**src/rtl/regfile_wb_arbiter_if.sv**
```systemverilog
// Writeback bus between the pipeline/mul-div sources and the register file write port.
// WB_HAZARD_EN adds the decode-stage pending-register query signals.
interface regfile_wb_arbiter_if #(
   parameter int AW = 5,
   parameter int DW = 32,
   parameter int CW = 2
);
   logic          p_valid;
   logic [AW-1:0] p_addr;
   logic [DW-1:0] p_data;
   logic          m_valid;
   logic          m_ready;
   logic [AW-1:0] m_addr;
   logic [DW-1:0] m_data;
   logic          we3;
   logic [AW-1:0] wa3;
   logic [DW-1:0] wd3;
   logic [CW-1:0] m_count;
`ifdef WB_HAZARD_EN
   logic [AW-1:0] q_addr1;
   logic [AW-1:0] q_addr2;
   logic          q_pend1;
   logic          q_pend2;

   modport master (
      output p_valid, p_addr, p_data, m_valid, m_addr, m_data, q_addr1, q_addr2,
      input  m_ready, we3, wa3, wd3, m_count, q_pend1, q_pend2
   );
   modport slave (
      input  p_valid, p_addr, p_data, m_valid, m_addr, m_data, q_addr1, q_addr2,
      output m_ready, we3, wa3, wd3, m_count, q_pend1, q_pend2
   );
`else
   modport master (
      output p_valid, p_addr, p_data, m_valid, m_addr, m_data,
      input  m_ready, we3, wa3, wd3, m_count
   );
   modport slave (
      input  p_valid, p_addr, p_data, m_valid, m_addr, m_data,
      output m_ready, we3, wa3, wd3, m_count
   );
`endif
endinterface

```
**src/rtl/regfile_wb_arbiter.sv**
```systemverilog
// Merges pipeline writeback (priority) and a FIFO-buffered mul/div source onto the
// register file write port, with WAW kill of stale queued results. Option: WB_HAZARD_EN.
module regfile_wb_arbiter #(
   parameter int DEPTH = 2,
   parameter int AW    = 5,
   parameter int DW    = 32
) (
   input  logic                 clk,
   input  logic                 reset_n,
   regfile_wb_arbiter_if.slave  bus
);
   localparam int PW = $clog2(DEPTH);
   localparam int CW = PW + 1;

   logic [AW-1:0]    addr_q [DEPTH];
   logic [DW-1:0]    data_q [DEPTH];
   logic [DEPTH-1:0] live_q;
   logic [PW-1:0]    wr_ptr;
   logic [PW-1:0]    rd_ptr;
   logic [CW-1:0]    count;
   logic             we3_r;
   logic [AW-1:0]    wa3_r;
   logic [DW-1:0]    wd3_r;

   logic p_wr;
   logic push;
   logic pop;

   // Ready depends only on the registered count, so no path from m_valid/p_valid.
   assign bus.m_ready = (count < CW'(DEPTH));
   assign bus.m_count = count;
   assign bus.we3     = we3_r;
   assign bus.wa3     = wa3_r;
   assign bus.wd3     = wd3_r;

   assign p_wr = bus.p_valid && (bus.p_addr != '0);
   assign push = bus.m_valid && bus.m_ready && (bus.m_addr != '0);
   assign pop  = !p_wr && (count != '0);

   // NOTE: sequential state uses non-blocking assignments so every register samples
   // pre-edge values; later assignments in the block win, which orders kill/pop/push.
   always_ff @(posedge clk or negedge reset_n) begin
      if (!reset_n) begin
         live_q <= '0;
         wr_ptr <= '0;
         rd_ptr <= '0;
         count  <= '0;
      end else begin
         for (int i = 0; i < DEPTH; i++) begin
            if (p_wr && (addr_q[i] == bus.p_addr)) live_q[i] <= 1'b0;
         end
         if (pop) begin
            live_q[rd_ptr] <= 1'b0;
            rd_ptr         <= rd_ptr + PW'(1);
         end
         // A same-cycle push is younger than the pipeline write, so it stays live.
         if (push) begin
            live_q[wr_ptr] <= 1'b1;
            wr_ptr         <= wr_ptr + PW'(1);
         end
         case ({push, pop})
            2'b10:   count <= count + CW'(1);
            2'b01:   count <= count - CW'(1);
            default: count <= count;
         endcase
      end
   end

   // NOTE: payload storage is not reset; only the live bits and pointers need a
   // defined value, which keeps the data array as plain flops/RAM without reset muxes.
   always_ff @(posedge clk) begin
      if (push) begin
         addr_q[wr_ptr] <= bus.m_addr;
         data_q[wr_ptr] <= bus.m_data;
      end
   end

   always_ff @(posedge clk or negedge reset_n) begin
      if (!reset_n) begin
         we3_r <= 1'b0;
         wa3_r <= '0;
         wd3_r <= '0;
      end else if (p_wr) begin
         we3_r <= 1'b1;
         wa3_r <= bus.p_addr;
         wd3_r <= bus.p_data;
      end else if (pop) begin
         we3_r <= live_q[rd_ptr];
         if (live_q[rd_ptr]) begin
            wa3_r <= addr_q[rd_ptr];
            wd3_r <= data_q[rd_ptr];
         end
      end else begin
         we3_r <= 1'b0;
      end
   end

`ifdef WB_HAZARD_EN
   logic hit1;
   logic hit2;

   // NOTE: every always_comb output gets a default first so no path can infer a latch.
   always_comb begin
      hit1 = 1'b0;
      hit2 = 1'b0;
      for (int i = 0; i < DEPTH; i++) begin
         if (live_q[i] && (addr_q[i] == bus.q_addr1)) hit1 = 1'b1;
         if (live_q[i] && (addr_q[i] == bus.q_addr2)) hit2 = 1'b1;
      end
   end

   assign bus.q_pend1 = (bus.q_addr1 != '0) && (hit1 || (we3_r && (wa3_r == bus.q_addr1)));
   assign bus.q_pend2 = (bus.q_addr2 != '0) && (hit2 || (we3_r && (wa3_r == bus.q_addr2)));
`endif

endmodule

```
**src/flat_wrapper.sv**
```systemverilog
// flat-port wrapper written by rule: the top's interface ports become plain ports
module regfile_wb_arbiter_flat 
#(
   parameter int DEPTH = 2,
   parameter int AW    = 5,
   parameter int DW    = 32
)
  (clk, reset_n, bus_p_valid, bus_p_addr, bus_p_data, bus_m_valid, bus_m_addr, bus_m_data, bus_m_ready, bus_we3, bus_wa3, bus_wd3, bus_m_count);
  regfile_wb_arbiter_if #(.AW(AW), .DW(DW), .CW(($clog2(DEPTH) + 1))) bus_i ();
  input  logic clk;
  input  logic reset_n;
  input wire logic [$bits(bus_i.p_valid)-1:0] bus_p_valid;
  input wire logic [$bits(bus_i.p_addr)-1:0] bus_p_addr;
  input wire logic [$bits(bus_i.p_data)-1:0] bus_p_data;
  input wire logic [$bits(bus_i.m_valid)-1:0] bus_m_valid;
  input wire logic [$bits(bus_i.m_addr)-1:0] bus_m_addr;
  input wire logic [$bits(bus_i.m_data)-1:0] bus_m_data;
  output wire logic [$bits(bus_i.m_ready)-1:0] bus_m_ready;
  output wire logic [$bits(bus_i.we3)-1:0] bus_we3;
  output wire logic [$bits(bus_i.wa3)-1:0] bus_wa3;
  output wire logic [$bits(bus_i.wd3)-1:0] bus_wd3;
  output wire logic [$bits(bus_i.m_count)-1:0] bus_m_count;
  assign bus_i.p_valid = bus_p_valid;
  assign bus_i.p_addr = bus_p_addr;
  assign bus_i.p_data = bus_p_data;
  assign bus_i.m_valid = bus_m_valid;
  assign bus_i.m_addr = bus_m_addr;
  assign bus_i.m_data = bus_m_data;
  assign bus_m_ready = bus_i.m_ready;
  assign bus_we3 = bus_i.we3;
  assign bus_wa3 = bus_i.wa3;
  assign bus_wd3 = bus_i.wd3;
  assign bus_m_count = bus_i.m_count;
  regfile_wb_arbiter #(.DEPTH(DEPTH), .AW(AW), .DW(DW)) u_core (.clk(clk), .reset_n(reset_n), .bus(bus_i));
endmodule
```
**config.mk**
```make
export PLATFORM = sky130hd
export DESIGN_NAME = regfile_wb_arbiter_flat
export DESIGN_NICKNAME = d
export VERILOG_FILES = /design/src/rtl/regfile_wb_arbiter_if.sv /design/src/rtl/regfile_wb_arbiter.sv /design/src/flat_wrapper.sv
export SDC_FILE = /design/constraint.sdc
export NUM_CORES = 1
export LEC_CHECK = 0
export CAP_MARGIN = 20
export CORE_MARGIN = 5
export CORE_UTILIZATION = 40
export DETAILED_ROUTE_END_ITERATION = 7
export MAX_ROUTING_LAYER = met4
export PLACE_DENSITY_LB_ADDON = 0.2
export SLEW_MARGIN = 20
export SYNTH_ARGS = -nofsm -noshare
export SYNTH_HDL_FRONTEND = slang
export SYNTH_SLANG_ARGS = --single-unit
```
**constraint.sdc**
```tcl
create_clock -name clk -period 3.11 [get_ports clk]
set_clock_uncertainty 0.05 [all_clocks]
set_input_delay 0.311 -clock clk [delete_from_list [all_inputs] [get_ports clk]]
set_output_delay 0.311 -clock clk [all_outputs]
set_load 0.01 [all_outputs]
```
==> results.md <==
* Status: completed
* Critical Path Sink Type: flip-flop
* Final setup fails at 0
* Final Slew Violations at 0
* Post-synth EDFFs at 74
* Synth warnings at 0
* WP data required at 3.35 ns
* Initial antenna violation count at 0
* Cts bufs inserted at 17
* Postcts setup bufs at 0
* Skew-Pair Late Insertion Delay at 0.41 ns
* GP Congestion at 0.747
* Die area at 0.0142 sq mm
* Layout cell share with drive strength beyond 1 at between 15 and 20%
* NetSw at ~1.7 mW
* WHS at 0.409 ns
* Lkg Pwr at between 2 and 3 nW
* Area Overhead vs Synth at 42.9%
* I/O pin total at 119
* Distinct cell type count after synthesis at 23
* Ant diodes at 0
* Setup tns final at 0 ns
* Main synth FF type: edfxtp_1
* Commonest non-fill, non-tap cell in the layout: clkdlybuf4s50_1
* Synth async-reset ratio at 37.3%
* Drt total wl at 10,300 um
* Crit path arrival time at between 2 and 2.5 ns
* Gr usage total at 15.8%
* Crit path max fanout at 4
* Final Total Pwr at 6.23 mW
* Fin crit share at 64.7%
* Detail Route Antenna Nets at 0
* Row cnt at 40
* Hold Fails Final Rpt at 0
* H-tree depth at 4
* Unrepaired setup endpoints after global routing: no
* Port buffer count at 118
* Highest clock rate at approximately 500 MHz
* Max Cap Violations at 0
* Die height at 119 um
* Drt drc at 0
* Slew @ Worst Pin at 0.650 ns
* Crit path time final at 2.01 ns
* Max_slew headroom at about 57%
* Pin count of the biggest net entering global routing at 73
* Starting Density at 40.3%
* Worst hold path class: in2async
* Synth Instances at around 320
* Mean Syn Cell Area at about 15 sq um
* Starting DRT DRC Count at between 100 and 150
* Setup CP Type: in2reg
* Root Buffer: clkbuf_16
* WL per Instance at 16.8 um
* # fillers at 972
* Pwr Density at between 900 and 1000 mW/mm^2
* Cell Int Power at 4.51 mW
* Pre-CTS setup slack at around 0.68 ns
* Global-route wire length before repair at 16,700 um
* Maximum vdd ir drop at 0.000410 V
* Clk sinks at ~120
* CP Launch Type: primary input
* Final #Nets at 529
* Die width at 119 um
* Register area share after synthesis at a little over two thirds
* Vias in the first global route at around 3,200
* Final worst setup slack at ~1.1 ns
* Clock transition at path regs at approximately 0.050 ns
* Vias per cell at 4.85
* Synthesized Nets at 400
* Share of power burned in registers at 36.1%
* HPWL after DPL at approximately 6700 um
* Logic pwr share at between 30% and 40%
* Final design utilization at 57.6%
* Number of synthesized register bits at 118
* Clock power frac at 32.2%
* Area of the mapped netlist at 0.00478 sq mm
* Drt pass-1 iters at 4
* Clk buf depth at 2
* Sw frac at 27.5%
* GR Overflow Total at 0
* CTS tree: done
* Commonest non-fill, non-tap cells in the layout: clkdlybuf4s50_1, edfxtp_1, dfrtp_1, mux2i_1
* Vias at just under 3,000
* CORE AREA at 0.0119 sq mm
-- area by class of cell --
cell class / count / area [sq um] / area share, %
Clock buffer: 24 / 502 / 7.35
Clock inverter: 8 / 120 / 1.76
Inverter: 3 / 11.3 / 0.165
Multi-Input combinational cell: 184 / 1400 / 20.5
Sequential cell: 118 / 3320 / 48.7
Tap cell: 147 / 184 / 2.69
Timing Repair Buffer: 126 / 1290 / 18.8
-- worst max-delay path, cell delays in order --
cell and delay [ns]:
clkdlybuf4s50_1 0.49, or3_1 0.40, o31a_2 0.32, nor2_1 0.20, ha_1 0.21, xnor2_1 0.12
nor2_1 0.07, xnor2_1 0.12
-- per-layer routing --
layer | share of wire (%) | vias to the layer above | GRT usage (%) | routed length (um)
li1 | - | 1433 | - | -
met1 | 46 | 1426 | 19.6 | 4670
met5 | 0 | - | - | 0
met3 | 5.3 | 12 | 5.84 | 542
met4 | 1.3 | 0 | 5.37 | 133
met2 | 48 | 90 | 24.2 | 4910
-- cell families after synthesis --
logic type	after synthesis	share of synthesized area, %
buffers and inverters	19	1.65
flip-flops	118	69.5
AO/OA/AOI/OAI	42	4.74
adder cells (fa/ha/maj)	1	0.262
XOR/XNOR	15	2.75
AND/OR/NAND/NOR	51	4.40
multiplexers	75	16.7
-- power groups by stage --
stage / Sequential [mW] / Combinational (mW) / Clock, mW
CTS: 2.25 / 2.02 / 2.05
global placement: 2.26 / 1.94 / 0
global route: 2.29 / 2.14 / 2.14
finish: 2.25 / 1.97 / 2.01
floorplan: 2.34 / 1.07 / 0
detailed placement: 2.27 / 2.01 / 0
-- stage by stage --
stage | std cells | area [sq um]
finish | 610 | 6830
global route | 610 | 6830
CTS | 609 | 6820
detailed placement | 577 | 6190
global placement | 575 | 6150
floorplan | 321 | 4780
-- path summary, 6_finish.rpt --
check | from | end | slack (ns) | cells past startpoint
setup / recovery | bus_p_addr[3] | u_core.bus.m_count[1]$_DFFE_PN0P_ | 1.10 | 8
hold / removal | reset_n | u_core.bus.wd3[27]$_DFFE_PN0P_ | 0.41 | 2
setup reg to reg | u_core.bus.m_count[1]$_DFFE_PN0P_ | u_core.data_q[1][0]$_DFFE_PP_ | 1.22 | 5
hold reg to reg | u_core.live_q[0]$_DFF_PN0_ | u_core.live_q[0]$_DFF_PN0_ | 0.45 | 1
max in group asynchronous | reset_n | u_core.rd_ptr$_DFFE_PN0P_ | 2.16 | 2
min in group clk | bus_p_data[13] | u_core.bus.wd3[13]$_DFFE_PN0P_ | 0.41 | 3
-- state kept, by name (all words and copies together) (netlist names) --
signal,flops
u_core.live_q,2
u_core.wr_ptr,1
u_core.bus.wd3,32
u_core.bus.we3,1
u_core.addr_q,10
u_core.data_q,64
u_core.bus.m_count,2
u_core.rd_ptr,1
u_core.bus.wa3,5
-- repair_timing --
item	4_1_cts	5_1_grt
resized for setup	0	0
hold buffers	0	1
hold endpoints to repair	0	44
-- cell usage after synthesis, types with 2 or more instances --
| master | n | area, sq um |
|---|---|---|
| buf_1 | 3 | 11.3 |
| buf_2 | 6 | 30.0 |
| clkbuf_1 | 7 | 26.3 |
| dfrtp_1 | 44 | 1100 |
| edfxtp_1 | 74 | 2220 |
| inv_1 | 3 | 11.3 |
| mux2_2 | 37 | 417 |
| mux2i_1 | 38 | 380 |
| nand2_1 | 37 | 139 |
| nand4_1 | 2 | 12.5 |
| nor2_1 | 6 | 22.5 |
| nor3_1 | 2 | 10.0 |
| o21ai_0 | 37 | 185 |
| o31a_1 | 2 | 17.5 |
| or3_1 | 2 | 12.5 |
| xnor2_1 | 9 | 78.8 |
| xor2_1 | 6 | 52.6 |
(Power assumes the default switching activity.)
